`config.mk`:
```
export PLATFORM = sky130hd
export DESIGN_NAME = issue_scheduler_flat
export DESIGN_NICKNAME = d
export VERILOG_FILES = /design/src/rtl/issue_scheduler_pkg.sv /design/src/rtl/issue_scheduler_if.sv /design/src/rtl/issue_scheduler_reg_status_table.sv /design/src/rtl/issue_scheduler.sv /design/src/flat_wrapper.sv
export SDC_FILE = /design/constraint.sdc
export NUM_CORES = 1
export LEC_CHECK = 0
export CAP_MARGIN = 20
export CORE_AREA = 3 3 159 130
export CTS_CLUSTER_DIAMETER = 80
export DETAILED_ROUTE_END_ITERATION = 12
export DIE_AREA = 0 0 162 133
export PLACE_DENSITY_LB_ADDON = 0.12
export SLEW_MARGIN = 10
export SYNTH_ARGS = -nofsm -noshare
export SYNTH_HDL_FRONTEND = slang
export SYNTH_SLANG_ARGS = --single-unit
export TNS_END_PERCENT = 30
```
`constraint.sdc`:
```
create_clock -name clk -period 7.1 [get_ports clk]
set_input_delay 0.71 -clock clk [delete_from_list [all_inputs] [get_ports clk]]
set_output_delay 0.71 -clock clk [all_outputs]
set_load 0.05 [all_outputs]
```
`src/rtl/issue_scheduler_pkg.sv`:
```
// Shared types, opcode constants and decode helpers for the issue scheduler.
package issue_scheduler_pkg;

  localparam int RS_PER_FU = 2;
  localparam int FU_CNT    = 3;
  localparam int NUM_REGS  = 32;
  localparam int REG_W     = 5;
  localparam int TAG_W     = 3;

  localparam logic [6:0] OPC_OP     = 7'b0110011;
  localparam logic [6:0] OPC_OP_IMM = 7'b0010011;
  localparam logic [6:0] OPC_BRANCH = 7'b1100011;
  localparam logic [6:0] OPC_LOAD   = 7'b0000011;
  localparam logic [6:0] OPC_STORE  = 7'b0100011;

  typedef enum logic [1:0] {
    FU_ALU = 2'd0,
    FU_BU  = 2'd1,
    FU_LSU = 2'd2
  } e_functional_unit;

  // R-type style field layout of a decoded op
  typedef struct packed {
    logic [6:0] funct7;
    logic [4:0] rs2;
    logic [4:0] rs1;
    logic [2:0] funct3;
    logic [4:0] rd;
    logic [6:0] opcode;
  } operation_specification;

  typedef struct packed {
    logic                   valid;
    logic [TAG_W-1:0]       rs_id;
    operation_specification op;
  } issue_bus;

  typedef struct packed {
    e_functional_unit fu;
    logic             known;
  } fu_class_t;

  function automatic logic has_rs1(input logic [6:0] opc);
    return opc inside {OPC_OP, OPC_OP_IMM, OPC_BRANCH, OPC_LOAD, OPC_STORE};
  endfunction

  function automatic logic has_rs2(input logic [6:0] opc);
    return opc inside {OPC_OP, OPC_BRANCH, OPC_STORE};
  endfunction

  function automatic logic has_rd(input logic [6:0] opc);
    return opc inside {OPC_OP, OPC_OP_IMM, OPC_LOAD};
  endfunction

  // Unknown opcodes report known=0; fu then defaults to ALU and is unused.
  function automatic fu_class_t fu_of_opcode(input logic [6:0] opc);
    fu_class_t c;
    c.fu    = FU_ALU;
    c.known = 1'b1;
    case (opc)
      OPC_OP, OPC_OP_IMM:  c.fu = FU_ALU;
      OPC_BRANCH:          c.fu = FU_BU;
      OPC_LOAD, OPC_STORE: c.fu = FU_LSU;
      default:             c.known = 1'b0;
    endcase
    return c;
  endfunction

endpackage

```
`src/rtl/issue_scheduler_if.sv`:
```
// Decode-side handshake, issue broadcast and CDB bundle of the issue scheduler.
interface issue_scheduler_if;
  import issue_scheduler_pkg::*;

  logic                   in_valid;
  operation_specification in_op;
  logic                   in_ready;
  issue_bus               issue;
  logic                   issue_rs1_pending;
  logic [TAG_W-1:0]       issue_rs1_tag;
  logic                   issue_rs2_pending;
  logic [TAG_W-1:0]       issue_rs2_tag;
  logic                   illegal;
  logic                   cdb_valid;
  logic [TAG_W-1:0]       cdb_rs_id;
  logic                   flush;

  modport master (
    output in_valid, in_op, cdb_valid, cdb_rs_id, flush,
    input  in_ready, issue, issue_rs1_pending, issue_rs1_tag,
           issue_rs2_pending, issue_rs2_tag, illegal
  );

  modport slave (
    input  in_valid, in_op, cdb_valid, cdb_rs_id, flush,
    output in_ready, issue, issue_rs1_pending, issue_rs1_tag,
           issue_rs2_pending, issue_rs2_tag, illegal
  );
endinterface

```
`src/rtl/issue_scheduler_reg_status_table.sv`:
```
// Register status table: per-register pending bit and producer tag.
// Two read ports with same-cycle CDB bypass; one set port that beats the CDB clear.
module reg_status_table
  import issue_scheduler_pkg::*;
(
  input  logic                        clk,
  input  logic                        rst,
  input  logic                        clear,
  input  logic [1:0][REG_W-1:0]       rd_addr,
  output logic [1:0]                  rd_pend,
  output logic [1:0][TAG_W-1:0]       rd_tag,
  input  logic                        set_en,
  input  logic [REG_W-1:0]            set_addr,
  input  logic [TAG_W-1:0]            set_tag,
  input  logic                        cdb_valid,
  input  logic [TAG_W-1:0]            cdb_tag
);

  logic [NUM_REGS-1:0]            pend;
  logic [NUM_REGS-1:0][TAG_W-1:0] tag;

  // Lookup with bypass: a producer completing this cycle no longer counts as pending.
  always_comb begin
    rd_pend = '0;
    rd_tag  = '0;
    for (int p = 0; p < 2; p++) begin
      if (rd_addr[p] != '0 && pend[rd_addr[p]] &&
          !(cdb_valid && cdb_tag == tag[rd_addr[p]])) begin
        rd_pend[p] = 1'b1;
        rd_tag[p]  = tag[rd_addr[p]];
      end
    end
  end

  // Status update: clear-all, then CDB retire, then set (last assignment wins).
  always_ff @(posedge clk or posedge rst) begin
    if (rst) begin
      pend <= '0;
      tag  <= '0;
    end else if (clear) begin
      pend <= '0;
    end else begin
      for (int r = 0; r < NUM_REGS; r++) begin
        if (cdb_valid && pend[r] && tag[r] == cdb_tag) pend[r] <= 1'b0;
        if (set_en && r != 0 && set_addr == REG_W'(r)) begin
          pend[r] <= 1'b1;
          tag[r]  <= set_tag;
        end
      end
    end
  end

endmodule

```
`src/rtl/issue_scheduler.sv`:
```
// Issue scheduler: classifies decoded ops, allocates RS slots, attaches source
// producer tags and drives a registered issue broadcast. CDB frees slots/tags.
module issue_scheduler
  import issue_scheduler_pkg::*;
(
  input  logic         clk,
  input  logic         rst,
  issue_scheduler_if.slave bus
);

  localparam int SLOT_W = (RS_PER_FU > 1) ? $clog2(RS_PER_FU) : 1;
  localparam int NSLOT  = 2**TAG_W;

  logic [NSLOT-1:0]     busy;
  fu_class_t            cls;
  logic [RS_PER_FU-1:0] unit_busy;
  logic [SLOT_W-1:0]    slot;
  logic                 free_any;
  logic [TAG_W-1:0]     alloc_tag;
  logic                 accept, issue_now, illegal_now;
  logic                 src1_used, src2_used;
  logic [1:0]           rst_pend;
  logic [1:0][TAG_W-1:0] rst_tag;
  logic                 set_en;

  issue_bus             issue_q;
  logic                 p1_q, p2_q, ill_q;
  logic [TAG_W-1:0]     t1_q, t2_q;

  assign cls       = fu_of_opcode(bus.in_op.opcode);
  assign unit_busy = busy[int'(cls.fu)*RS_PER_FU +: RS_PER_FU];

  // Lowest-index free slot of the target unit.
  always_comb begin
    slot     = '0;
    free_any = 1'b0;
    for (int s = RS_PER_FU-1; s >= 0; s--) begin
      if (!unit_busy[s]) begin
        slot     = SLOT_W'(s);
        free_any = 1'b1;
      end
    end
  end

  assign alloc_tag   = TAG_W'(int'(cls.fu)*RS_PER_FU + int'(slot));
  assign bus.in_ready = !bus.flush && (!cls.known || free_any);
  assign accept      = bus.in_valid && bus.in_ready;
  assign issue_now   = accept && cls.known;
  assign illegal_now = accept && !cls.known;
  assign src1_used   = has_rs1(bus.in_op.opcode);
  assign src2_used   = has_rs2(bus.in_op.opcode);
  assign set_en      = issue_now && has_rd(bus.in_op.opcode);

  reg_status_table u_rst (
    .clk       (clk),
    .rst       (rst),
    .clear     (bus.flush),
    .rd_addr   ({bus.in_op.rs2, bus.in_op.rs1}),
    .rd_pend   (rst_pend),
    .rd_tag    (rst_tag),
    .set_en    (set_en),
    .set_addr  (bus.in_op.rd),
    .set_tag   (alloc_tag),
    .cdb_valid (bus.cdb_valid),
    .cdb_tag   (bus.cdb_rs_id)
  );

  // Slot occupancy: CDB release first, allocation after (never the same slot).
  always_ff @(posedge clk or posedge rst) begin
    if (rst) begin
      busy <= '0;
    end else if (bus.flush) begin
      busy <= '0;
    end else begin
      if (bus.cdb_valid) busy[bus.cdb_rs_id] <= 1'b0;
      if (issue_now)     busy[alloc_tag]     <= 1'b1;
    end
  end

  // Registered issue broadcast; fields are zeroed whenever nothing issues.
  always_ff @(posedge clk or posedge rst) begin
    if (rst) begin
      issue_q <= '0;
      p1_q    <= 1'b0;
      p2_q    <= 1'b0;
      t1_q    <= '0;
      t2_q    <= '0;
      ill_q   <= 1'b0;
    end else begin
      issue_q <= '0;
      p1_q    <= 1'b0;
      p2_q    <= 1'b0;
      t1_q    <= '0;
      t2_q    <= '0;
      ill_q   <= illegal_now;
      if (issue_now) begin
        issue_q.valid <= 1'b1;
        issue_q.rs_id <= alloc_tag;
        issue_q.op    <= bus.in_op;
        p1_q          <= src1_used && rst_pend[0];
        p2_q          <= src2_used && rst_pend[1];
        t1_q          <= (src1_used && rst_pend[0]) ? rst_tag[0] : '0;
        t2_q          <= (src2_used && rst_pend[1]) ? rst_tag[1] : '0;
      end
    end
  end

  assign bus.issue             = issue_q;
  assign bus.issue_rs1_pending = p1_q;
  assign bus.issue_rs1_tag     = t1_q;
  assign bus.issue_rs2_pending = p2_q;
  assign bus.issue_rs2_tag     = t2_q;
  assign bus.illegal           = ill_q;

endmodule

```
`src/flat_wrapper.sv`:
```
// flat-port wrapper written by rule: the top's interface ports become plain ports
module issue_scheduler_flat import issue_scheduler_pkg::*;
  (clk, rst, bus_in_valid, bus_in_op, bus_cdb_valid, bus_cdb_rs_id, bus_flush, bus_in_ready, bus_issue, bus_issue_rs1_pending, bus_issue_rs1_tag, bus_issue_rs2_pending, bus_issue_rs2_tag, bus_illegal);
  issue_scheduler_if bus_i ();
  input  logic clk;
  input  logic rst;
  input wire logic [$bits(bus_i.in_valid)-1:0] bus_in_valid;
  input wire logic [$bits(bus_i.in_op)-1:0] bus_in_op;
  input wire logic [$bits(bus_i.cdb_valid)-1:0] bus_cdb_valid;
  input wire logic [$bits(bus_i.cdb_rs_id)-1:0] bus_cdb_rs_id;
  input wire logic [$bits(bus_i.flush)-1:0] bus_flush;
  output wire logic [$bits(bus_i.in_ready)-1:0] bus_in_ready;
  output wire logic [$bits(bus_i.issue)-1:0] bus_issue;
  output wire logic [$bits(bus_i.issue_rs1_pending)-1:0] bus_issue_rs1_pending;
  output wire logic [$bits(bus_i.issue_rs1_tag)-1:0] bus_issue_rs1_tag;
  output wire logic [$bits(bus_i.issue_rs2_pending)-1:0] bus_issue_rs2_pending;
  output wire logic [$bits(bus_i.issue_rs2_tag)-1:0] bus_issue_rs2_tag;
  output wire logic [$bits(bus_i.illegal)-1:0] bus_illegal;
  assign bus_i.in_valid = bus_in_valid;
  assign bus_i.in_op = bus_in_op;
  assign bus_i.cdb_valid = bus_cdb_valid;
  assign bus_i.cdb_rs_id = bus_cdb_rs_id;
  assign bus_i.flush = bus_flush;
  assign bus_in_ready = bus_i.in_ready;
  assign bus_issue = bus_i.issue;
  assign bus_issue_rs1_pending = bus_i.issue_rs1_pending;
  assign bus_issue_rs1_tag = bus_i.issue_rs1_tag;
  assign bus_issue_rs2_pending = bus_i.issue_rs2_pending;
  assign bus_issue_rs2_tag = bus_i.issue_rs2_tag;
  assign bus_illegal = bus_i.illegal;
  issue_scheduler u_core (.clk(clk), .rst(rst), .bus(bus_i));
endmodule
```
**After elaboration in Yosys (flattened, before gate mapping)**

Cells that the tools add are included.

- Register bits: 178
- Input port bits: 40
- Output and inout port bits: 46
- Logic and storage cells: 440

- $add $sub $neg: 1
- Magnitude comparators: 6
- Equal/unequal tests: 70
- Shift operators: 1
- Muxes and demuxes: 96
- Bitwise logic cells: 4
- Reductions and logical operators: 185

Operators with widths:

| cell | count |
|---|---|
| 1-bit logical AND | 110 |
| 3-bit equality test | 34 |
| 3-bit nonzero test | 33 |
| 5-bit equality test (second input constant) | 16 |
| 1-bit 2-to-1 mux | 75 |
| 2-bit AND reduction | 31 |
| 5-bit by 4-bit equality test with 1-bit output (second input constant) | 8 |
| 36-bit 2-to-1 mux | 1 |
| 32-bit 2-to-1 mux | 1 |
| 8-bit 2-to-1 mux | 4 |
| 3-bit binary-select mux with 5-bit select | 2 |
| 3-bit 2-to-1 mux | 8 |
| 5-bit by 3-bit equality test with 1-bit output (second input constant) | 4 |
| 5-bit nonzero test | 3 |
| 7-bit by 6-bit equality test with 1-bit output (second input constant) | 2 |
| 5-bit by 6-bit < comparator with 1-bit output (second input constant) | 2 |
| 1-bit binary-select mux with 5-bit select | 2 |
| 5-bit by 2-bit equality test with 1-bit output (second input constant) | 2 |
| 8-bit AND | 1 |
| 3-bit by 4-bit < comparator with 1-bit output (second input constant) | 2 |
| 8-bit inverter | 1 |
| 8-bit OR | 1 |
| 8-bit by 4-bit indexed part select with 2-bit output | 1 |
| 7-bit by 2-bit equality test with 1-bit output (second input constant) | 1 |
| 13 further kinds | 18 |

**Depth between registers and ports, before layout**

- Word-level depth: 14
- Depth in mapped cells: 9
- Depth with buffers taken out: 6

**By module**

A second synthesis with hierarchy kept.

- Cell total of the unflattened synthesis: 868
- Area, all modules: 10318.6 µm²

By module, submodules not included:

| module | times used | cells an instance | area an instance (µm²) | sequential area each (µm²) |
|---|---|---|---|---|
| reg_status_table | 1 | 704 | 8282.9 | 3103.0 |
| issue_scheduler | 1 | 164 | 2035.7 | 1276.2 |

**Worst setup path after synthesis**

Ideal clock, no wire load.

- Path kind: input -> output
- Start point: input port bus_in_op[2]
- End point: output port bus_in_ready
- Arrival: 2591 ps
- Data required time: 6390 ps
- Path slack: 3799 ps
- Stages: 5
- Buffers on the path: 1
- Cell sequence: nand4bb_4 a211o_1 a221o_1 buf_2 a31oi_1

- Word-level cells in the longest chain between the ends: 8
- Elaborated cells between the ends (all ways): 15
- Classes of those cells: eq/ne: 5; shift: 1; mux: 4; reduce/logical: 5

RTL lines:

| element | line | text |
|---|---|---|
| start, declared | flat_wrapper.sv:8 | `input wire logic [$bits(bus_i.in_op)-1:0] bus_in_op;` |
| 7-bit by 6-bit equality test with 1-bit output / 7-bit by 2-bit equality test with 1-bit output (equally long branches) | issue_scheduler_pkg.sv:60 | `case (opc)` |
| 2-bit OR reduction | issue_scheduler_pkg.sv:60 |  |
| 2-bit case mux with 2 select lines | issue_scheduler_pkg.sv:60 |  |
| 8-bit by 4-bit indexed part select with 2-bit output | issue_scheduler.sv:31 | `assign unit_busy = busy[int'(cls.fu)*RS_PER_FU +: RS_PER_FU];` |
| 1-bit 2-to-1 mux (2 in a row) | issue_scheduler.sv:38 | `if (!unit_busy[s]) begin` |
| 1-bit logical OR * | issue_scheduler.sv:46 | `assign bus.in_ready = !bus.flush && (!cls.known \|\| free_any);` |
| 1-bit logical AND * | issue_scheduler.sv:46 |  |
| end, declared | flat_wrapper.sv:12 | `output wire logic [$bits(bus_i.in_ready)-1:0] bus_in_ready;` |

Mark *: on every way between the ends. The rest lies on a longest branch, timed or not.

**Worst setup path in the final report**

- Start point: input port bus_in_op[6]
- End point: output port bus_in_ready

The elaborated chain is that of the path after synthesis.

==> results.py <==
metrics = {
    "cts": {
        "root_buffer": "clkbuf_16",
        "clock-sinks": 175,
        "htreeDepth": 4,
        "cts_tree": "yes",
        "clock_latency_ps": 440,
        "cts_buffers": 17,
        "cts.path.max_buffers": 2,
        "ctsResizeCount": 0,
        "post_cts_buffers": 0,
        "clkTransAtPathRegs_ps": 70,
        "cts_hold_buf": 0,
    },
    "critical_path": {
        "rr_startpoint": "u_core.busy[3]",
        "path_cells": "clkdlybuf4s50_1, nor3_4, buf_4, a221oi_2, a31oi_1, clkdlybuf4s50_1",
        "start_kind": "input port",
        "crit_top_cell": "clkdlybuf4s50_1",
        "slowest_stage": "a221oi_2",
        "critPathLaunch": "bus_in_op[6]",
        "crit_fanout": 36,
        "crit_family": "buffers and inverters",
        "worstPathArrival_ps": 3700,
        "critPathKind": "input port to primary output",
        "cp_num_buf_inv": 3,
        "slowest_delay_ps": 1020,
        "cp-end-kind": "primary output",
        "worstPathRequired_ps": 6390,
    },
    "floorplan": {
        "die_x_um": 162,
        "ioPinCount": 86,
        "coreArea_um2": 19000,
        "die_y_um": 133,
        "die-area_um2": 21500,
        "std_cell_rows": 45,
        "start_util": 0.519,
    },
    "finish": {
        "mostFrequentLayoutCells": "dfrtp_1, xnor2_1, clkdlybuf4s50_1, nand2_1, mux2_2",
        "syn_to_final_growth_pct": 15.5,
        "fin_nets": 953,
        "layout_commonest_cell": "dfrtp_1",
        "antenna_cells": 0,
        "drive_gt1_frac": 0.180,
    },
    "synthesis": {
        "synth_top_family_by_area": "multiplexers",
        "synth_mux_area_frac": 0.219,
        "ys_warn_count": 3,
        "synthCells": 857,
        "synthAdderAreaFrac": 0,
        "synth-simple-area-share": 0.156,
        "syn_area_per_cell_um2": 11.5,
        "synth_xor_xnor_area_share": 0.0860,
        "synth-edff-count": 0,
        "async_reset_ff_frac": 1.00,
        "yosysSeqAreaShare": 0.444,
        "synthFlopType": "dfrtp_1",
        "syn_area_um2": 9870,
        "ys_ff_latch": 175,
        "synth_top_cell_by_area": "dfrtp_1",
        "yosysTopAreaCellShare": 0.444,
        "synth_compound_area_frac": 0.0659,
        "post_synth_num_cell_types": 54,
        "synth_area_leaders": "dfrtp_1, mux4_2, xnor2_1",
    },
    "power": {
        "finalPower_mw": 2.11,
        "powerDensity_nw_per_um2": 185,
        "max-vdd-ir-drop_mv": 0.139,
        "p_leak_nw": 4.96,
    },
    "detailed_routing": {
        "wl_mm": 28.0,
        "avgRoutedWirePerCell_um": 23.7,
        "route.met2.wl_mm": 12.9,
        "drtIter0Drc": 573,
        "via_per_inst": 6.24,
        "drt-met1-wl_mm": 12.1,
        "maxUsedRoutingLayer": "met4",
        "ant_nets": 0,
        "drtPass1Iterations": 5,
        "vias": 7387,
        "drc_errors": 0,
        "wl_met3_mm": 2.22,
    },
    "grt": {
        "grtUsageTotal": 0.266,
        "antenna_found_initial": 0,
        "grt_first_pass_wirelength_mm": 43.9,
        "grt_max_degree": 101,
        "grt_pass1_vias": 7535,
        "overflow": 0,
    },
    "place": {
        "gp_congestion": 0.968,
        "portBuffers": 85,
        "dp_hpwl_mm": 18.6,
    },
    "worst_hold_path": {
        "hold_path.class": "flip-flop to flip-flop",
        "hp-start": "u_core.u_rst.pend[4]",
    },
    "timing": {
        "min_period_over_period": 0.621,
        "setup_viol": 0,
        "period_minus_slack_ps": 4410,
        "relSlewSlack": 0.199,
        "fin_skew_ps": 17.0,
        "setup-tns-final_ps": 0,
        "rsz0062_at_grt": "false",
        "hold_violations": 0,
        "slew_violations": 0,
        "tightest_slew_ps": 1200,
        "timing.fmax_ghz": 0.227,
    },
    "status": {
        "outcome": "complete, no violations",
    },
    "job": {
        "cap_violations": 0,
    },
}
## synth_stat cells, drive strengths merged (12+ instances only)
library cell	count
nand2b	12
nor2b	12
xnor2	95
nand4	32
dfrtp	175
nand3b	33
mux2i	46
and2	63
buf	25
clkbuf	34
nand2	77
mux2	75
a21oi	25
a22oi	21
mux4	38
## tightest hold or removal path, stage by stage, from the launching register on
cell and delay, ps:
dfrtp_1 360, nand3b_1 80, nand2_1 60
## path summary, 6_finish.rpt
kind                                             end  slack [ps]  cells after the start
worst max-delay path                    bus_in_ready        2690                      6
worst min register to register  u_core.u_rst.pend[4]         530                      2
worst min-delay path            u_core.u_rst.pend[4]         530                      2
worst max register to register  u_core.u_rst.tag[83]        4220                      5
min in group asynchronous       u_core.bus.issue[13]         810                      2
max in group asynchronous       u_core.u_rst.tag[95]        4690                      3
## per-layer routing
metal,GRT usage,up-vias
met5,0,-
met2,0.409,366
met4,0.0985,0
met1,0.371,3762
met3,0.0607,57
li1,-,3202
## registers in the layout, summed over array words and instances (netlist names)
| signal | count |
|---|---|
| u_core.bus.issue_rs2_tag | 3 |
| u_core.bus.issue_rs2_pending | 1 |
| u_core.bus.issue | 36 |
| u_core.busy | 6 |
| u_core.u_rst.tag | 93 |
| u_core.u_rst.pend | 31 |
| u_core.bus.issue_rs1_tag | 3 |
| u_core.bus.illegal | 1 |
| u_core.bus.issue_rs1_pending | 1 |
## cell families (layout without fill, tap and decap cells)
family | after synthesis | after routing
XOR/XNOR | 97 | 97
multiplexers | 159 | 159
other | 1 | 2
flip-flops | 175 | 175
buffers and inverters | 65 | 133
AO/OA/AOI/OAI | 89 | 89
AND/OR/NAND/NOR | 271 | 271
## per-stage QoR
stage	util	std cells	hold WS (ps)	instance area, µm²	setup WS (ps)
after floorplan	-	858	479	9880	1640
after global routing	0.599	1184	557	11400	2540
after CTS	0.599	1184	535	11400	2670
after detailed placement	0.570	1152	518	10900	2650
final	0.599	1184	530	11400	2690
after global placement	0.570	1152	502	10900	2760
## power breakdown
| part | internal, mW | switching, mW |
|---|---|---|
| logic | 0.0783 | 0.137 |
| registers | 0.999 | 0.000685 |
| clock network | 0.494 | 0.400 |
| total | 1.57 | 0.538 |
## area by class of cell
class	count	area, µm²
fillers	1624	7620
clock inverters	12	108
well taps	258	323
clock buffers	20	447
flip-flops and latches	175	4380
repair buffers	95	896
inverters	6	27.5
multi-input cells	618	5230
Power figures use the tool's default switching activity.
==> patch, RTL diff (same settings) <==
Change the package constant `TAG_W` from 3 to 2.
--- a/src/rtl/issue_scheduler_pkg.sv
+++ b/src/rtl/issue_scheduler_pkg.sv
@@ -5,7 +5,7 @@
   localparam int FU_CNT    = 3;
   localparam int NUM_REGS  = 32;
   localparam int REG_W     = 5;
-  localparam int TAG_W     = 3;
+  localparam int TAG_W     = 2;
 
   localparam logic [6:0] OPC_OP     = 7'b0110011;
   localparam logic [6:0] OPC_OP_IMM = 7'b0010011;
Interface: changed (resized bus_cdb_rs_id, bus_issue, bus_issue_rs1_tag and bus_issue_rs2_tag); port bits go from 86 to 82. The function was not compared with the original's and may differ.
==> patch against the unedited design <==
Synthesized area down 22%; setup slack got worse by 0.061 ns; die area is the same; sequential cell count shrank 36; routed wire length down 18%; total power decreased by 14%; critical endpoint is now u_core.u_rst.tag[60]; final area down 19%; combinational power decreased by 20%.
==> patch: results (changes against the unedited design) <==
Yosys
- 2 — Synthesis Warnings, was 3
- 11.6 sq um — Syn Area/Cell, was 11.5 sq um
- 45.3% — Seq/Total Area, Yosys, was 44.4%
- 62 — count of different cell masters after synthesis, was 54

Cells and area
- u_core.u_rst.tag — Largest Register, unchanged
- 1,735 — number of filler cells placed in the layout, was 1,624
- 21.0% — fraction of final layout cells with drive strength greater than 1, was 18.0%
- 761 — net total in the final layout, was 953
- 62 — max FFs per register, was 93

Routing
- 5.79 — DR vias/cell, was 6.24
- 23.2 um — routed len/inst, was 23.7 um
- 5,750 — routed via count, was 7,387
- 518 — Iter 0 DRT Violations, was 573

Place
- 81 — number of buffer cells added on primary ports, was 85
- 15,600 um — total half-perimeter wirelength after legalization and detailed placement, was 18,600 um
- 961 — Placed Cells, was 1,152
- 2.17 ns — Worst Setup Slack post-DPL, was 2.65 ns
- 0.876 — weighted congestion reported at the end of routability-driven placement, was 0.968

Setup path
- 0.83 ns — highest cell delay on the worst timing path, was 1.02 ns
- nand3_1 — cell with the largest stage delay on the worst path, was a221oi_2
- simple AND/OR/NAND/NOR gates — Worst path top cell family by delay, was buffers and inverters
- 4.79 ns — data arrival time at the worst-slack endpoint, was 3.70 ns
- 30 — maximum net fanout on the critical path, was 36

Run status
- finished, final reports clean — run status, unchanged

Global routing
- 21.6% — overall global routing resource usage, was 26.6%
- 86 — maximum number of pins on one net before global-route repair, was 101
- 35,300 um — first-pass GRT wire length, was 43,900 um

Pwr
- 3.97 nW — P_leak, was 4.96 nW
- 0.160 mV — peak supply drop, was 0.139 mV

-- patch: cell count changes after synthesis, sizes merged, moves of 30 or more --
cell    unedited run  this run
nand2             77        15
nand3b            33         3
xnor2             95        63
and2              63         5
nand4             32         1
dfrtp            175       139
nand3             11        48
mux2              75        37
-- patch: cells by family (layout without fill, tap and decap cells) --
family / after synthesis / count (layout) / synth area share (%)
AND/OR/NAND/NOR: 207 / 207 / 16.0
flip-flops: 139 / 139 / 45.3
multiplexers: 107 / 107 / 19.1
AO/OA/AOI/OAI: 84 / 84 / 8.59
XOR/XNOR: 65 / 65 / 7.42
buffers and inverters: 61 / 131 / 3.52
other: 1 / 2 / 0.0489
-- patch: cell type report --
cell class	instances	share of cell area, %
Multi-Input combinational cell	465	42.7
Sequential cell	139	37.7
Timing Repair Buffer	91	9.74
Clock buffer	18	4.65
Tap cell	258	3.50
Clock inverter	14	1.34
Inverter	8	0.380
-- patch: worst reg2reg max path: stages, from the launching register on --
cell and delay [ns]:
dfrtp_1 0.39, and2_1 0.17, o32ai_2 0.26, buf_4 0.27
nand3_1 0.68, nor3_1 0.63, mux2_2 0.39
-- patch: worst paths after layout --
kind | slack [ns] | start | depth (start not counted) | endpoint
min in group asynchronous | 0.79 | rst | 2 | u_core.bus.issue[3]
min | 0.54 | u_core.busy[3] | 2 | u_core.busy[3]
min reg2reg | 0.54 | u_core.busy[3] | 2 | u_core.busy[3]
max | 2.63 | bus_flush | 6 | u_core.u_rst.tag[60]
max in group asynchronous | 5.11 | rst | 3 | u_core.u_rst.pend[26]
max reg2reg | 4.19 | u_core.busy[1] | 6 | u_core.u_rst.tag[60]
-- patch: per-layer routing --
metal / up-vias / global-route usage, % / part of all wire (%)
met4: 0 / 5.92 / 1.8
met2: 250 / 31.5 / 44
met3: 30 / 6.04 / 8.2
met1: 2907 / 31.8 / 46
li1: 2563 / - / -
met5: - / 0 / 0
-- patch: per-stage QoR --
stage	hold WS (ns)	util, %	total power, W	instance area, sq um
finish	0.535	48.5	0.00181	9230
global route	0.560	48.5	0.00187	9230
CTS	0.536	48.5	0.00182	9230
detailed placement	0.523	45.6	0.000980	8670
global placement	0.513	45.3	0.000975	8630
floorplan	0.493	-	0.000917	7680
-- patch: power by group through the flow --
stage,combinational (W),clock [W],sequential [W]
6_report,0.000171,0.000841,0.000794
5_1_grt,0.000184,0.000889,0.000794
4_1_cts,0.000172,0.000853,0.000794
3_5_place_dp,0.000171,0,0.000809
3_3_place_gp,0.000166,0,0.000809
2_1_floorplan,0.000102,0,0.000815
